[src/rtl/shared_reg_pkg.sv]
// Shared definitions for the shared-register arbiter: FSM states,
// default sizing and a one-hot encode helper.
package shared_reg_pkg;

  typedef enum logic [1:0] {
    ST_IDLE  = 2'd0,
    ST_WRITE = 2'd1,
    ST_HOLD  = 2'd2
  } state_t;

  localparam int DEF_NUM_REQ = 4;
  localparam int DEF_WIDTH   = 16;
  localparam int MAX_REQ     = 16;

  // One-hot encode an index into the widest supported request vector;
  // callers cast the result down to their own NUM_REQ width.
  function automatic logic [MAX_REQ-1:0] onehot(input int unsigned idx);
    logic [MAX_REQ-1:0] v;
    v = {{(MAX_REQ-1){1'b0}}, 1'b1} << idx;
    return v;
  endfunction

endpackage

[src/rtl/rr_pick.sv]
// Combinational round-robin picker: finds the first set request bit
// searching circularly upward from ptr.
module rr_pick #(
  parameter int NUM_REQ = 4,
  parameter int PW      = $clog2(NUM_REQ)
) (
  input  logic [NUM_REQ-1:0] req,
  input  logic [PW-1:0]      ptr,
  output logic               any,
  output logic [PW-1:0]      idx,
  output logic [NUM_REQ-1:0] onehot
);

  // Walk offsets from the far end back to zero so the closest hit to ptr wins.
  always_comb begin
    logic [PW:0]   cand;
    logic [PW-1:0] cidx;
    any  = 1'b0;
    idx  = '0;
    cand = '0;
    cidx = '0;
    for (int i = NUM_REQ - 1; i >= 0; i--) begin
      cand = {1'b0, ptr} + (PW+1)'(i);
      // explicit wrap so non-power-of-2 NUM_REQ never indexes past the top requester
      cand = (cand >= (PW+1)'(NUM_REQ)) ? cand - (PW+1)'(NUM_REQ) : cand;
      cidx = cand[PW-1:0];
      idx  = req[cidx] ? cidx : idx;
      any  = any | req[cidx];
    end
    onehot = any ? NUM_REQ'(shared_reg_pkg::onehot(32'(idx))) : '0;
  end

endmodule

[src/rtl/shared_reg_arbiter.sv]
// Round-robin arbiter and write sequencer for one shared storage register.
// IDLE picks a requester, WRITE captures its data and pulses ack, HOLD keeps
// the grant for HOLD_CYCLES cycles before re-arbitrating.
module shared_reg_arbiter
  import shared_reg_pkg::*;
#(
  parameter int NUM_REQ     = DEF_NUM_REQ,
  parameter int WIDTH       = DEF_WIDTH,
  parameter int HOLD_CYCLES = 2
) (
  input  logic                       clock,
  input  logic                       r,
  input  logic [NUM_REQ-1:0]         req,
  input  logic [NUM_REQ*WIDTH-1:0]   wdata,
  output logic [NUM_REQ-1:0]         gnt,
  output logic [NUM_REQ-1:0]         ack,
  output logic [WIDTH-1:0]           out,
  output logic                       out_valid,
  output logic [$clog2(NUM_REQ)-1:0] owner
);

  localparam int PW = $clog2(NUM_REQ);
  localparam int HW = $clog2(HOLD_CYCLES + 1);

  if (HOLD_CYCLES < 1) begin : g_bad_hold
    $error("shared_reg_arbiter: HOLD_CYCLES must be at least 1");
  end
  if (NUM_REQ < 2 || NUM_REQ > MAX_REQ) begin : g_bad_num_req
    $error("shared_reg_arbiter: NUM_REQ must be in 2..16");
  end

  state_t              state;
  logic [PW-1:0]       ptr;
  logic [PW-1:0]       sel;
  logic [HW-1:0]       hold_cnt;

  logic                pick_any;
  logic [PW-1:0]       pick_idx;
  logic [NUM_REQ-1:0]  pick_oh;
  logic [NUM_REQ-1:0]  sel_oh;
  logic [PW-1:0]       ptr_next;

  rr_pick #(
    .NUM_REQ (NUM_REQ),
    .PW      (PW)
  ) u_pick (
    .req    (req),
    .ptr    (ptr),
    .any    (pick_any),
    .idx    (pick_idx),
    .onehot (pick_oh)
  );

  // Grant vector of the latched winner and the pointer position after it.
  always_comb begin
    sel_oh   = NUM_REQ'(onehot(32'(sel)));
    if (sel == PW'(NUM_REQ - 1)) begin
      ptr_next = '0;
    end else begin
      ptr_next = sel + PW'(1);
    end
  end

  // Arbitration FSM; every output is registered here.
  always_ff @(posedge clock) begin
    if (r) begin
      state     <= ST_IDLE;
      ptr       <= '0;
      sel       <= '0;
      hold_cnt  <= '0;
      gnt       <= '0;
      ack       <= '0;
      out       <= '0;
      out_valid <= 1'b0;
      owner     <= '0;
    end else begin
      case (state)
        ST_IDLE: begin
          ack <= '0;
          if (pick_any) begin
            gnt   <= pick_oh;
            sel   <= pick_idx;
            state <= ST_WRITE;
          end else begin
            gnt   <= '0;
          end
        end
        ST_WRITE: begin
          // data is taken even if the requester has since dropped req
          out       <= wdata[sel*WIDTH +: WIDTH];
          ack       <= sel_oh;
          owner     <= sel;
          out_valid <= 1'b1;
          ptr       <= ptr_next;
          hold_cnt  <= HW'(HOLD_CYCLES - 1);
          state     <= ST_HOLD;
        end
        ST_HOLD: begin
          ack <= '0;
          if (hold_cnt == HW'(0)) begin
            gnt   <= '0;
            state <= ST_IDLE;
          end else begin
            hold_cnt <= hold_cnt - HW'(1);
          end
        end
        default: begin
          gnt   <= '0;
          ack   <= '0;
          state <= ST_IDLE;
        end
      endcase
    end
  end

endmodule

[config.mk]
export PLATFORM = sky130hd
export DESIGN_NAME = shared_reg_arbiter
export DESIGN_NICKNAME = d
export VERILOG_FILES = /design/src/rtl/shared_reg_pkg.sv /design/src/rtl/rr_pick.sv /design/src/rtl/shared_reg_arbiter.sv
export SDC_FILE = /design/constraint.sdc
export NUM_CORES = 1
export LEC_CHECK = 0
export BUFFER_PORTS_ARGS = -buffer_cell sky130_fd_sc_hd__clkbuf_2
export CAP_MARGIN = 25
export CORE_MARGIN = 2
export CORE_UTILIZATION = 30
export CTS_CLUSTER_DIAMETER = 120
export CTS_CLUSTER_SIZE = 14
export DETAILED_ROUTE_END_ITERATION = 7
export MAX_ROUTING_LAYER = met4
export SETUP_SLACK_MARGIN = 0.3
export SYNTH_ARGS = -nofsm -noshare
export SYNTH_HDL_FRONTEND = slang
export SYNTH_SLANG_ARGS = --single-unit
[constraint.sdc]
create_clock -name clock -period 1.8 [get_ports clock]
set_input_delay 0.18 -clock clock [delete_from_list [all_inputs] [get_ports clock]]
set_output_delay 0.18 -clock clock [all_outputs]
set_load 0.03 [all_outputs]
# [Word level (Yosys, flattened, before mapping)]
# Cells that the tools add are included.
[op_classes] add_sub_neg=9 n_mul=0 div_mod_pow=0 magnitude_cmp=8 n_eq_ne=6 shifts=3 muxes=25 bitwise_logic=4 reduce_logical=8
[ops] operator="64-bit by 7-bit variable part select with 16-bit output" count=1
[ops] operator="2-bit 2-to-1 mux" count=12
[ops] operator="2-bit by 3-bit < comparator with 1-bit output (second input constant)" count=4
[ops] operator="4-bit case mux with 3 select lines" count=1
[ops] operator="2-bit by 1-bit subtractor with 2-bit output (second input constant)" count=5
[ops] operator="3-bit greater-or-equal comparator (second input constant)" count=3
[ops] operator="1-bit binary-select mux with 2-bit select" count=4
[ops] operator="4-bit 2-to-1 mux" count=2
[ops] operator="2-bit AND reduction" count=4
[ops] operator="1-bit by 2-bit left shift with 4-bit output (first input constant)" count=2
[ops] operator="2-bit by 2-bit adder with 3-bit output (second input constant)" count=2
[ops] operator="2-bit != test (second input constant)" count=3
[ops] operator="2-bit case mux with 3 select lines" count=1
[ops] operator="2-bit == test (second input constant)" count=2
[ops] operator="2-bit logical NOT" count=2
[ops] operator="1-bit 2-to-1 mux" count=4
[ops] operator="2-bit case mux with 2 select lines" count=1
[ops] operator="2-bit by 1-bit adder with 3-bit output (second input constant)" count=1
[ops] operator="2-bit by 3-bit greater-or-equal comparator with 1-bit output (second input constant)" count=1
[ops] operator="1-bit bitwise OR" count=3
[ops] operator="2-bit by 1-bit adder with 2-bit output (second input constant)" count=1
[ops] operator="2-bit by 1-bit == test with 1-bit output (second input constant)" count=1
[ops] operator="2-bit nonzero test" count=1
[ops] operator="2-bit OR reduction" count=1
[ops] operator="1-bit NOT" count=1
[word_totals] register_bits=35 latchBits=0 mem_bits_rw=0 mem_bits_ro=0 input_bits=70 out_inout_bits=27 elab_cells=72 memories=0

# [Longest topological paths before layout]
[logic_depth] ltp_word=12 ltp_mapped=8 depth_no_buf=6

# [Modules after synthesis]
# Synthesis repeated with hierarchy kept, for this count alone.
[unflattened] cells_unflattened=199 hier_area_um2=1894.3
[modules_own_cells] mod="shared_reg_arbiter" instances=1 cells_per_inst=170 area_each_um2=1711.6 seq_area_each_um2=700.7
[modules_own_cells] mod="rr_pick" instances=1 cells_per_inst=29 area_each_um2=182.7 seq_area_each_um2=0.0

# [Least setup slack after synthesis]
# OpenSTA, ideal clock, no wires.
[synth_path] path_kind="register -> register" start="register sel[0]" end="register out[3]" setup_time_ns=0.117 arrival_time_ns=1.284 setup_slack_ns=0.399 stages_incl_launch_ff=5 n_path_buf=2 period_less_slack_ns=1.401 path_cell_list="dfxtp_1 -> buf_6 -> buf_6 -> mux4_1 -> a22o_1"
[synth_via] elab_chain_len=1
[synth_rtl] item="start: declaration" line="shared_reg_arbiter.sv:34" text="logic [PW-1:0] sel;"
[synth_rtl] item="start signal: assignment" line="shared_reg_arbiter.sv:82" text="sel <= pick_idx;"
[synth_rtl] item="64-bit by 7-bit variable part select with 16-bit output" line="shared_reg_arbiter.sv:90" text="out <= wdata[sel*WIDTH +: WIDTH];"
[synth_rtl] item="end signal: assignment" line="shared_reg_arbiter.sv:90"
[synth_rtl] item="end: declaration" line="shared_reg_arbiter.sv:17" text="output logic [WIDTH-1:0] out,"
# No other way between the ends.
# A chain may end at the register's enable or synchronous reset.

# [Final worst setup path]
[layout_path] start="register state[0]" end="register out[2]"
[layout_via] elab_chain_len=1
[layout_rtl] item="start: declaration" line="shared_reg_arbiter.sv:32" text="state_t state;"
[layout_rtl] item="start signal: assignment" line="shared_reg_arbiter.sv:67" text="state <= ST_IDLE;"
[layout_rtl] item="start signal: assignment" line="shared_reg_arbiter.sv:83" text="state <= ST_WRITE;"
[layout_rtl] item="start signal: assignment" line="shared_reg_arbiter.sv:96" text="state <= ST_HOLD;"
[layout_rtl] item="2-bit by 1-bit == test with 1-bit output" line="shared_reg_arbiter.sv:77" text="case (state)"
# No other way between the ends.

==> metrics.txt <==
Syn Inst Count 144; Die W 79.7 um; die footprint 6350 sq um; H-tree Lvls 2; worst skew pair latency ~0.28 ns; unique cell type count in the Yosys netlist 32; fin nets 313; startpoint types flop; launching point of the worst reg2reg path state[0]$_SDFFE_PP0P_; Gate power share 0.278; Antenna Cells 0; Net Sw Frac 0.302; Post-synth EDFFs 0; leak pwr 1.09 nW; Non-Filler Instances 314; Hold Path End sel[0]$_SDFFE_PP0P_; hpwl dp 3300 um; starting DRC count in detailed routing 54; Worst R2R End out[2]$_SDFFE_PP0P_; status finished clean; R2R cell count 4; Power Density 839 nW/um^2; initial antenna violation count 0; grt ovf 0; Initial Util 0.312; Worst EP arrival 1.57 ns; Area contributors post-synth dfxtp_1, mux4_2, a22o_1; register bit total from synthesis 35; clk sinks 35; share of the synthesized area in the top cell type 0.408; R2R setup slack 0.40 ns; Vias approximately 1600; Seq/Total Area, Yosys 0.408; Routed WL 4480 um; DR vias/cell slightly below 5; Post-DP Area 2230 sq um; Setup violations, final 0; DRC errors left 0; root buffer cell clkbuf_8; min Tclk post-route 1.40 ns; CP Max Fanout 18; Max VDD drop around 0.32 mV; Area Overhead vs Synth 37.3%; Synth Warn # 0; post-route ant nets 0; largest net degree at the start of global routing 25; Synth Net Count 216; Worst Hold Launch r; net switching power between 500 and 600 uW; post-layout util 0.429; Core ar. 5510 sq um; Top FF cell, synth dfxtp_1; RSZ-0062 raised after global routing true; worst-margin pin slew 0.535 ns; min setup slack post-route 0.397 ns; clock share of power 0.272; Avg Cell Area, Syn 11.9 sq um; async set or reset register ratio after synthesis 0; Final Hold Fails 0; TritonCTS clock tree built; Max-cap violations 0; Total GRT Usage 0.154; Post-Syn Area 1720 sq um; I/O Pins 97; final instance area approximately 2400 sq um; sequential group share of total power 0.449; share of cells above drive strength 1 0.541; post-synth top area cell dfxtp_1; Final Max Tran Viols 0; Setup TNS 0 ns; slew margin rel. 0.640; Clock transition at path regs roughly 0.07 ns; Die H approximately 80 um; Max clock buf depth 2; skew final 0.00755 ns; routability cong. 0.712; number of global-route vias before repair 1582; Worst Hold Path Cells 2; CTS Hold Bufs 0; Port Buffer Count 96; routed len/inst roughly 14 um; DP Worst Slack 0.320 ns; TritonRoute pass-1 iters 4; CP Data Required Time roughly 2 ns; clock buffers created by TritonCTS 5; Power Internal approximately 1.4 mW; fmax 713 MHz; Tcrit/Tclk final 0.779; placed insts 304; crit path capture type flop; row cnt 27; first-pass GRT wire length 7340 um; Hold WC Path Type in -> reg; crit path kind reg -> reg
## layout make-up
class	count	area, sq um
inverter	3	11.3
timing repair buffer	103	563
clock buffer	7	76.3
fill	555	3150
clock inverter	1	5.00
tap	72	90.1
multi-input combinational	93	911
sequential	35	704
## cells in the final DEF (no fill, tap or decap), drive strengths merged, types with 2 or more instances in the layout
cell type | synthesis | final
clkbuf | 2 | 104
dfxtp | 35 | 35
a22o | 18 | 18
mux4 | 16 | 16
nor2 | 12 | 12
nand2 | 7 | 7
nor2b | 7 | 7
buf | 11 | 6
o31ai | 4 | 4
a21oi | 4 | 4
inv | 3 | 3
nor3 | 3 | 3
mux2i | 2 | 2
nor4 | 2 | 2
or3 | 2 | 2
a32o | 2 | 2
o21ai | 2 | 2
ha | 2 | 2
## worst max-delay path by stage
stage,startpoint,to,depth (start not counted)
5_1_grt,hold_cnt[0]$_SDFFE_PP0P_,gnt[3]$_SDFFE_PP0P_,6
2_1_floorplan,sel[0]$_SDFFE_PP0P_,out[3]$_SDFFE_PP0P_,4
3_3_place_gp,hold_cnt[0]$_SDFFE_PP0P_,gnt[1]$_SDFFE_PP0P_,6
4_1_cts,hold_cnt[0]$_SDFFE_PP0P_,gnt[1]$_SDFFE_PP0P_,6
6_report,state[0]$_SDFFE_PP0P_,out[2]$_SDFFE_PP0P_,4
3_5_place_dp,hold_cnt[0]$_SDFFE_PP0P_,gnt[1]$_SDFFE_PP0P_,6
## synth_stat cells, types with 2 or more instances
cell type,number
or3_1,2
dfxtp_1,35
nor2b_1,6
ha_1,2
a21oi_1,3
mux2i_1,2
clkbuf_1,2
nand2_1,7
nor2_1,12
o21ai_0,2
inv_1,3
buf_6,7
a32o_1,2
mux4_2,14
nor4_1,2
mux4_1,2
buf_2,4
a22o_1,18
nor3_1,3
o31ai_1,4
## cell families (layout without fill, tap and decap cells)
group,Yosys count,after routing,share of synthesized area
flip-flops,35,35,0.408
AND/OR/NAND/NOR,39,39,0.124
AO/OA/AOI/OAI,34,34,0.159
buffers and inverters,16,114,0.0684
adder cells (fa/ha/maj),2,2,0.0146
multiplexers,18,18,0.226
## power groups by stage
stage               combinational, mW  clock, mW  sequential, mW
finish                          0.551      0.539           0.890
global route                    0.602      0.612           0.899
floorplan                       0.299          0           0.984
CTS                             0.542      0.560           0.887
global placement                0.533          0           0.903
detailed placement              0.539          0           0.904
## metal layers
layer | GRT usage | share of wire | up-vias
li1 | - | - | 750
met1 | 0.178 | 0.42 | 750
met2 | 0.257 | 0.49 | 60
met3 | 0.0498 | 0.079 | 2
met4 | 0.0448 | 0.0076 | 0
met5 | - | 0 | -
## timing repair
item	CTS	global route
setup buffers	0	1
setup endpoints to repair	0	6
resized for setup	0	5
## sequential cells by signal (all words and copies together) (netlist names)
name,count
out,16
ack,4
gnt,4
hold_cnt,2
owner,2
ptr,2
sel,2
state,2
out_valid,1
## through the flow
step | power, mW | hold WS [ns]
after global routing | 2.11 | 0.312
final | 1.98 | 0.295
after detailed placement | 1.44 | 0.442
after CTS | 1.99 | 0.276
after floorplan | 1.28 | 0.402
after global placement | 1.44 | 0.445
## critical path, stage by stage, from the launching register on
cell and delay, ns:
dfxtp_1 0.53, nand2b_4 0.14, nor2b_4 0.15, buf_4 0.21, a22o_1 0.25
Note: power is estimated with default switching activity, not from simulation.
